## config.mk

```make
export PLATFORM = sky130hd
export DESIGN_NAME = acs_pm_unit
export DESIGN_NICKNAME = d
export VERILOG_FILES = /design/src/rtl/acs_pm_unit.sv
export SDC_FILE = /design/constraint.sdc
export NUM_CORES = 1
export LEC_CHECK = 0
export BUFFER_PORTS_ARGS = -buffer_cell sky130_fd_sc_hd__buf_4
export CORE_ASPECT_RATIO = 1.75
export CORE_MARGIN = 2
export CORE_UTILIZATION = 56
export DETAILED_ROUTE_END_ITERATION = 12
export MAX_ROUTING_LAYER = met4
export PLACE_DENSITY_LB_ADDON = 0.15
export RECOVER_POWER = 50
export SLEW_MARGIN = 40
export SYNTH_ARGS = -nofsm -noshare
export SYNTH_HDL_FRONTEND = slang
export SYNTH_SLANG_ARGS = --single-unit
```

## constraint.sdc

```tcl
create_clock -name clk -period 9.75 [get_ports clk]
set_clock_uncertainty 0.2 [all_clocks]
set_input_delay 1.95 -clock clk [delete_from_list [all_inputs] [get_ports clk]]
set_output_delay 1.95 -clock clk [all_outputs]
set_load 0.01 [all_outputs]
```

## src/rtl/acs_pm_unit.sv

```systemverilog
// Add-compare-select stage for a K=3, rate-1/2 Viterbi decoder.
// Keeps four path metrics, picks one survivor per next state, normalizes
// the metrics when all of them pass the half-range point, and reports the
// decision bits, traceback write address and the best state with its metric.
module acs_pm_unit #(
  parameter int PM_W     = 8,
  parameter int INIT_PEN = 16,
  parameter int TB_DEPTH = 32,
  localparam int ADDR_W  = $clog2(TB_DEPTH)
) (
  input  logic              clk,
  input  logic              rst,
  input  logic              init,
  input  logic              in_valid,
  input  logic [7:0]        bm_a_vec,
  input  logic [7:0]        bm_b_vec,
  output logic              out_valid,
  output logic [3:0]        dec,
  output logic [ADDR_W-1:0] wr_addr,
  output logic [1:0]        best_state,
  output logic [PM_W-1:0]   best_pm,
  output logic              pm_norm
);

  // Half-range threshold, one bit wider than a path metric so candidates compare cleanly.
  localparam logic [PM_W:0] HALF = {2'b01, {(PM_W-1){1'b0}}};

  // Registered path metrics and the traceback address counter.
  logic [3:0][PM_W-1:0] pm_r;
  logic [ADDR_W-1:0]    addr_r;

  // Combinational add-compare-select results.
  logic [3:0][PM_W:0]   cand_a_s;
  logic [3:0][PM_W:0]   cand_b_s;
  logic [3:0][PM_W:0]   sel_s;
  logic [3:0]           dec_s;
  logic                 norm_s;
  logic [3:0][PM_W-1:0] new_pm_s;
  logic [1:0]           best_state_s;
  logic [PM_W-1:0]      best_pm_s;

  // Add branch metrics to both predecessors and keep the smaller sum; ties keep p_a.
  always_comb begin
    cand_a_s = '0;
    cand_b_s = '0;
    sel_s    = '0;
    dec_s    = 4'b0000;
    for (int ns = 0; ns < 4; ns++) begin
      // p_a = 2*ns[0], p_b = 2*ns[0]+1
      cand_a_s[ns] = {1'b0, pm_r[2*(ns%2)]}     + (PM_W+1)'(bm_a_vec[2*ns +: 2]);
      cand_b_s[ns] = {1'b0, pm_r[2*(ns%2) + 1]} + (PM_W+1)'(bm_b_vec[2*ns +: 2]);
      dec_s[ns]    = (cand_b_s[ns] < cand_a_s[ns]);
      sel_s[ns]    = dec_s[ns] ? cand_b_s[ns] : cand_a_s[ns];
    end
  end

  // Normalize only when every survivor sits at or above the half-range point.
  always_comb begin
    norm_s   = 1'b1;
    new_pm_s = '0;
    for (int ns = 0; ns < 4; ns++) begin
      norm_s = norm_s & (sel_s[ns] >= HALF);
    end
    for (int ns = 0; ns < 4; ns++) begin
      new_pm_s[ns] = PM_W'(sel_s[ns] - (norm_s ? HALF : {(PM_W+1){1'b0}}));
    end
  end

  // Find the lowest-index state holding the minimum new metric.
  always_comb begin
    best_state_s = 2'd0;
    best_pm_s    = new_pm_s[0];
    for (int ns = 1; ns < 4; ns++) begin
      best_state_s = (new_pm_s[ns] < best_pm_s) ? 2'(ns) : best_state_s;
      best_pm_s    = (new_pm_s[ns] < best_pm_s) ? new_pm_s[ns] : best_pm_s;
    end
  end

  // Metric and address state; reset beats init, init drops a coincident step.
  always_ff @(posedge clk) begin
    if (rst) begin
      pm_r   <= {PM_W'(INIT_PEN), PM_W'(INIT_PEN), PM_W'(INIT_PEN), PM_W'(0)};
      addr_r <= '0;
    end else if (init) begin
      pm_r   <= {PM_W'(INIT_PEN), PM_W'(INIT_PEN), PM_W'(INIT_PEN), PM_W'(0)};
      addr_r <= '0;
    end else if (in_valid) begin
      pm_r   <= new_pm_s;
      addr_r <= addr_r + ADDR_W'(1);
    end else begin
      pm_r   <= pm_r;
      addr_r <= addr_r;
    end
  end

  // Step outputs: one-cycle valid pulse, payload holds between steps.
  always_ff @(posedge clk) begin
    if (rst) begin
      out_valid  <= 1'b0;
      dec        <= 4'b0000;
      wr_addr    <= '0;
      best_state <= 2'd0;
      best_pm    <= '0;
      pm_norm    <= 1'b0;
    end else if (init) begin
      out_valid  <= 1'b0;
      pm_norm    <= 1'b0;
    end else if (in_valid) begin
      out_valid  <= 1'b1;
      dec        <= dec_s;
      wr_addr    <= addr_r;
      best_state <= best_state_s;
      best_pm    <= best_pm_s;
      pm_norm    <= norm_s;
    end else begin
      out_valid  <= 1'b0;
      pm_norm    <= 1'b0;
    end
  end

endmodule

```

# After elaboration in Yosys (flattened, before gate mapping)
# Cells that the tools add are included.
# Widths: inputs -> output; s select.
# op_classes
n_addsub,13
order_cmp,11
mux,12
bitwise,5
reduce_logical,3
# ops
operator,n
$add 8x2->9,8
$ge 9x8->1 const B,4
$lt 9x9->1,4
$mux 9,4
$mux 8,4
$sub 8x8->8,4
$lt 8x8->1,3
$add 5x1->5 const B,1
$mux 2,2
$and 1x1->1,3
$reduce_or 3->1,1
$mux 1,2
$not 1->1,2
$reduce_and 2->1,1
$reduce_or 2->1,1
# totals
register_bits,58
inputBits,20
out_inout_bits,21
wordCells,55

# Depth between registers and ports, before layout
# Gate-level depths: netlist (run 1).
# logic_depth
word_depth,15
ltp_mapped,38
mapped_depth_nobuf,36

# Worst setup path after synthesis (run 1)
# Ideal clock, no wire load.
# synth_path
path_type,input port to flip-flop
startpoint,input port bm_b_vec[2]
endpoint,register best_pm[1]
setup_time_ps,122
arrival_time_ps,9554
setup_slack_ps,-126
stages,36
cell_sequence,ha_1 -> fa_1 -> nand3_1 -> xor2_1 -> inv_1 -> ha_1 -> a211oi_1 -> o21ai_1 -> a21oi_2 -> buf_4 -> mux2i_1 -> ha_1 -> a21o_1 -> a21oi_1 -> nand2_1 -> o41ai_4 -> nand2_1 -> a31oi_4 -> mux2i_1 -> ha_1 -> a21o_1 -> a21o_1 -> a211oi_1 -> o31ai_4 -> clkbuf_1 -> nand2_1 -> o21ai_0 -> ha_1 -> a21o_1 -> a21o_1 -> a221o_1 -> nor2b_1 -> o2111ai_2 -> o211ai_2 -> nor4_1 -> a311o_1
# synth_rtl
element,line,source
from (decl),16,"input logic [7:0] bm_b_vec,"
to (signal assigned),113,best_pm <= best_pm_s;
to (decl),21,"output logic [PM_W-1:0] best_pm,"

# Worst setup path after layout (run 1)
# layout_path
startpoint,input port bm_b_vec[0]
endpoint,register best_pm[5]
# layout_via
elab_chain_len,15
elab_cells_between_ends,18
classes_between,5 x add/sub; 5 x order compare; 5 x mux; 3 x bitwise
# layout_lines
element,line,source
$add 8x2->9 *,51,"cand_b_s[ns] = {1'b0, pm_r[2*(ns%2) + 1]} + (PM_W+1)'(bm_b_vec[2*ns +: 2]);"
$lt 9x9->1,52,dec_s[ns] = (cand_b_s[ns] < cand_a_s[ns]);
$mux 9 *,53,sel_s[ns] = dec_s[ns] ? cand_b_s[ns] : cand_a_s[ns];
$ge 9x8->1,62,norm_s = norm_s & (sel_s[ns] >= HALF);
$and 1x1->1 (3 in series),62,
$mux 8,65,new_pm_s[ns] = PM_W'(sel_s[ns] - (norm_s ? HALF : {(PM_W+1){1'b0}}));
$sub 8x8->8,65,
$lt 8x8->1,75,best_pm_s = (new_pm_s[ns] < best_pm_s) ? new_pm_s[ns] : best_pm_s;
$mux 8,75,
$lt 8x8->1,75,
$mux 8,75,
$lt 8x8->1,75,
$mux 8 *,75,
# Every way passes the cells marked *; elsewhere a longest branch is shown, timed or not.
# A chain may end at the register's enable or synchronous reset.

==> impl_metrics.tcl, run 1 <==
set metrics [dict create \
    grt_pass1_vias 5332 \
    clk_pin_slew_worst_paths_ns 0.05 \
    syn_to_final_growth_pct 24.3 \
    io_pins 41 \
    globalplace.congestion 0.975 \
    htree_levels 3 \
    io_buffers 40 \
    die_y_microns 139 \
    worstSetupStartpointType "input port" \
    violations "max-capacitance violations, max-slew violations" \
    max_freq_ghz 0.104 \
    viasPerCell 5.88 \
    synthArstFlopShare_pct 0 \
    pwr-share-comb_pct 69.8 \
    insertion_delay_ns 0.33 \
    antenna_found_initial 0 \
    antenna_left 0 \
    grt_pass1_wl_microns 26300 \
    hold_buffers 0 \
    synth_fp_nets 787 \
    pre_cts_ws_ns -0.299 \
    clock_path_buffers 2 \
    setup_viol 0 \
    relSlewSlack_pct -88.7 \
    grt_use_total_pct 31.6 \
    ys.flop_type "dfxtp_1" \
    num_vias 5321 \
    cts_tree "built" \
    yosys_warnings 0 \
    crit_required_ns 9.74 \
    intPower_uw 1120 \
    seq_power_share_pct 14.4 \
    finalHoldViolCount 0 \
    p_switching_uw 859 \
    clkPwrFrac_pct 15.8 \
    placementRows 49 \
    initial_utilization_pct 56.9 \
    drive_gt1_share_pct 26.1 \
    powerDensity_nw_per_um2 275 \
    cp_common_cell "buf_4" \
    finish.utilization_pct 70.8 \
    finalWorstSetupSlack_ns 0.148 \
    core_area_sq_um 10200 \
    drv_cap 2 \
    yosys.cell_count.top_type "nor2_1" \
    criticalPathCategory "in2reg" \
    remaining_drc_errors 0 \
    diodes 0 \
    netSwitchingFraction_pct 43.3 \
    slowest_delay_ns 0.45 \
    layout.nets 871 \
    netlist_area_sq_um 5790 \
    synth_top_area_share_pct 20.0 \
    fin_crit_ns 9.60 \
    first_pass_iters 4 \
    ys_seq_area_share_pct 20.0 \
    netlist_instances 691 \
    worstMarginPinSlew_ns 2.83 \
    dpl_cell_area_sq_um 6470 \
    status "finished with violations" \
    synth_cell_type_count 77 \
    die_w_microns 80.9 \
    overflow 0 \
    yosysTopAreaCell "dfxtp_1" \
    final_area_sq_um 7200 \
    min_path_type "reg2reg" \
    critPathSlowestCell "fa_2" \
    path_max_fanout 8 \
    wire_per_inst_microns 19.1 \
    cts_sinks 58 \
    synthTopCellsByArea "dfxtp_1, ha_1, mux2i_1, nor2_1, xnor2_1" \
    synth_edf_count 0 \
    p_leak_uw 0.00297 \
    crit_path_end_kind "flip-flop" \
    cts-root-buf "clkbuf_16" \
    ir_worst_vdd_v 0.000198 \
    die-area_sq_um 11200 \
    dp_hpwl_microns 13500 \
    ys_seq_elements 58 \
    grt_max_degree 52 \
    period_share_pct 98.5 \
    drt-total-wl_microns 17300 \
    drt_iter0_drc 256 \
    drv_slew 87 \
    cp.arrival_ns 9.59 \
    synthTopCellsByCount "nor2_1, ha_1, nand2_1" \
    cts_buffers 9 \
    synth_area_per_cell_sq_um 8.38 \
]
[timing repair]
| action | CTS | global route |
|---|---|---|
| buffers inserted | 0 | 15 |
| endpoints found under the setup margin | 6 | 9 |
| pin swaps | 0 | 32 |
| resized for setup | 2 | 81 |
[critical path, delay by kind of cell]
kind | cells | cell delay, ns
adders and majority gates | 6 | 1.73
and+or+nand+nor | 7 | 1.23
muxes | 2 | 0.50
buffers and inverters | 7 | 0.99
AOI/OAI and AO/OA | 16 | 3.10
xor gates and xnor gates | 1 | 0.09
[power groups by stage]
| stage | clock network, uW | logic, uW | registers, uW |
|---|---|---|---|
| 3_5_place_dp | 0 | 1200 | 288 |
| 3_3_place_gp | 0 | 1160 | 287 |
| 4_1_cts | 315 | 1210 | 284 |
| 6_report | 313 | 1380 | 286 |
| 2_1_floorplan | 0 | 790 | 281 |
| 5_1_grt | 324 | 1490 | 288 |
[through the flow]
stage / total power, uW / cells / setup TNS [ns] / hold slack (ns)
after floorplan: 1070 / 691 / 0 / 0.244
after global placement: 1440 / 876 / -1.10 / 0.247
after detailed placement: 1490 / 876 / -2.16 / 0.249
after CTS: 1810 / 890 / 0 / 0.256
after global routing: 2100 / 905 / -0.757 / 0.278
final: 1980 / 905 / 0 / 0.253
[routing by layer]
layer | global-route usage [%] | part of all wire [%] | wire length (microns) | vias to the layer above
li1 | - | - | - | 2604
met1 | 30.6 | 36 | 6170 | 2506
met2 | 55.7 | 54 | 9290 | 131
met3 | 3.97 | 2.7 | 465 | 80
met4 | 22.2 | 7.9 | 1360 | 0
met5 | - | 0 | 0 | -
[area by class of cell]
cell class,instances,area [sq um]
Tap cell,127,159
Timing Repair Buffer,110,758
Sequential cell,58,1160
Inverter,30,113
Clock inverter,3,40.0
Fill cell,816,2980
Clock buffer,11,253
Multi-Input combinational cell,566,4720
[path summary, 6_finish.rpt]
path,startpoint,endpoint,slack [ns],cells after the start
worst max-delay path,bm_b_vec[0],best_pm[5],0.15,39
worst min-delay path,wr_addr[0],wr_addr[0],0.25,2
worst max register to register,pm_r[10],best_pm[5],1.37,38
worst min register to register,wr_addr[0],wr_addr[0],0.25,2
[state kept, by name (all words and copies together), names as in the netlist]
name        count
best_state      2
pm_r           32
pm_norm         1
dec             4
wr_addr         5
addr_r          5
best_pm         8
out_valid       1
[kinds of logic after synthesis]
kind of cell,synth area share (%)
muxes,10.0
AOI/OAI and AO/OA,18.6
adders and majority gates,17.6
DFF,20.0
xor gates and xnor gates,8.45
and+or+nand+nor,19.9
buffers and inverters,5.31
[cells in the final DEF (no fill, tap or decap), types with 12 or more instances in the layout]
cell type,instances
nand2_1,57
xor2_1,16
dfxtp_1,58
a21oi_1,34
nor2_1,87
inv_1,27
mux2i_1,39
clkbuf_1,22
o21ai_0,14
a21oi_2,13
xnor2_1,30
a211oi_1,12
buf_4,84
nand3_1,14
ha_1,59
No activity file was read; power rests on OpenSTA's default activity.
==> inputs of run 2 (changes only) <==
==> constraint.sdc (replaced) <==
create_clock -name clk -period 9.75 [get_ports clk]
set_clock_uncertainty 0.2 [all_clocks]
set_input_delay 0.4875 -clock clk [delete_from_list [all_inputs] [get_ports clk]]
set_output_delay 0.4875 -clock clk [all_outputs]
set_load 0.01 [all_outputs]
==> run 2 against run 1 <==
  * The run still ends with max-capacitance violations, max-slew violations left
  * Register-to-register slack worse by 0.80 ns
  * Count of clock-buffer cells in the layout is 2 lower
  * Cell count is 6.0% lower
  * Power is 15% lower
  * Die area stayed put
  * Utilization is 7.8 points lower
  * First-iteration DRC count is 38% higher
  * Combinational power is 24% lower
  * Critical path depth is 6 lower
  * Sequential power hardly changed
  * Fmax is 4.6% higher
  * Clock power is 13% higher
  * Largest cell class unchanged
==> impl_metrics.tcl, run 2 (same netlist as run 1, synthesis figures left out) <==
set metrics [dict create \
    criticalPathCategory "reg2reg" \
    core_area_sq_um 10200 \
    drv_slew 87 \
    layout.nets 815 \
    ir_worst_vdd_v 0.000205 \
    die-area_sq_um 11200 \
    antenna_left 0 \
    globalplace.congestion 0.966 \
    placementRows 49 \
    cts_tree "built" \
    period_share_pct 94.2 \
    path_max_fanout 16 \
    relSlewSlack_pct -92.8 \
    grt_pass1_vias 5050 \
    total_power_uw 1690 \
    initial_utilization_pct 56.9 \
    cts_sinks 58 \
    cp.arrival_ns 9.20 \
    remaining_drc_errors 0 \
    grt_max_degree 52 \
    antenna_found_initial 0 \
    io_buffers 40 \
    overflow 0 \
    status "finished with violations" \
    worstSetupStartpointType "flip-flop" \
    crit_path_end_kind "flip-flop" \
    io_pins 41 \
    setup_viol 0 \
    wire_per_inst_microns 19.2 \
    top_regs "pm_r (32), best_pm (8)" \
    num_vias 5147 \
    final_cell_mix "nor2_1, ha_1, nand2_1, dfxtp_1, a21oi_1" \
    cp_common_cell "ha_1" \
    worstMarginPinSlew_ns 2.89 \
    insertion_delay_ns 0.34 \
    finalHoldViolCount 0 \
    dp_hpwl_microns 13200 \
    cts-root-buf "clkbuf_16" \
    clock_path_buffers 2 \
    p_leak_uw 0.00267 \
    viasPerCell 6.05 \
    crit_required_ns 9.77 \
    rsz0062_at_grt "false" \
    grt_use_total_pct 30.9 \
    violations "max-capacitance violations, max-slew violations" \
    syn_to_final_growth_pct 10.7 \
    htree_levels 3 \
    layout_commonest_cell "nor2_1" \
    first_pass_iters 5 \
    slowest_delay_ns 0.60 \
    fin_crit_ns 9.18 \
    drt-total-wl_microns 16400 \
    regMostFlops "pm_r" \
    r2r_cells 33 \
    drt_iter0_drc 352 \
    clk_pin_slew_worst_paths_ns 0.07 \
    whs_path_depth 3 \
    powerDensity_nw_per_um2 264 \
    max_freq_ghz 0.109 \
    grt_pass1_wl_microns 25500 \
    min_path_type "in2reg" \
    drv_cap 2 \
    cts_buffers 9 \
    setup-tns-final_ns 0 \
    die_w_microns 80.9 \
    diodes 0 \
    critPathSlowestCell "o31ai_4" \
    largest_register_ffs 32 \
    die_y_microns 139 \
    drive_gt1_share_pct 12.6 \
]
==> run 2: changes by cell type in the layout (fill, tap and decap cells not counted), moves of 5 or more <==
cell | previous run | this run
a21oi_1 | 34 | 46
o21ai_0 | 14 | 21
ha_4 | 8 | 0
mux2i_1 | 39 | 44
a21oi_2 | 13 | 1
ha_1 | 59 | 68
buf_4 | 84 | 32
==> run 2: final cells by class <==
class	count	area, sq um
Inverter	30	113
Fill cell	915	3770
Clock inverter	7	101
Timing Repair Buffer	54	323
Tap cell	127	159
Clock buffer	9	225
Sequential cell	58	1160
Multi-Input combinational cell	566	4330
==> run 2: per-stage QoR <==
step / hold WS, ns / instance area [sq um] / worst slack [ns] / utilization [%] / std cells
3_3_place_gp: 0.245 / 6160 / 0.640 / 60.5 / 835
6_report: 0.234 / 6410 / 0.570 / 63.0 / 851
2_1_floorplan: 0.244 / 5790 / 1.34 / - / 691
5_1_grt: 0.269 / 6410 / 0.00920 / 63.0 / 851
4_1_cts: 0.230 / 6490 / 0.560 / 63.7 / 851
3_5_place_dp: 0.248 / 6160 / 0.437 / 60.5 / 835
==> run 2: worst paths after layout <==
check	slack, ns	to	start
hold reg to reg	0.25	wr_addr[2]	wr_addr[2]
hold / removal	0.23	pm_r[20]	init
setup / recovery	0.57	best_pm[1]	pm_r[9]
setup reg to reg	0.57	best_pm[1]	pm_r[9]
==> run 2: power breakdown <==
part	switching, uW	total, uW	internal, uW
logic	628	1050	427
clock network	127	353	226
registers	24.4	283	259
==> run 2: timing repair <==
action | 4_1_cts | 5_1_grt
setup buffers | 0 | 0
hold endpoints to repair | 0 | 0
resized for setup | 0 | 1
endpoints found under the setup margin | 0 | 7
hold buffers | 0 | 0
==> run 2: routing by layer <==
| layer | GRT usage [%] | part of all wire (%) | vias up |
|---|---|---|---|
| li1 | - | - | 2507 |
| met1 | 30.9 | 37 | 2434 |
| met2 | 55.1 | 54 | 134 |
| met3 | 4.43 | 3.3 | 72 |
| met4 | 17.8 | 6.2 | 0 |
| met5 | - | 0 | - |
==> run 2: critical path, delay by kind of cell (launching register included) <==
| kind | cells | cell delay, ns |
|---|---|---|
| AOI/OAI and AO/OA | 14 | 4.06 |
| and+or+nand+nor | 9 | 1.61 |
| adders and majority gates | 5 | 1.53 |
| muxes | 2 | 0.64 |
| DFF | 1 | 0.47 |
| xor gates and xnor gates | 1 | 0.30 |
| buffers and inverters | 2 | 0.23 |
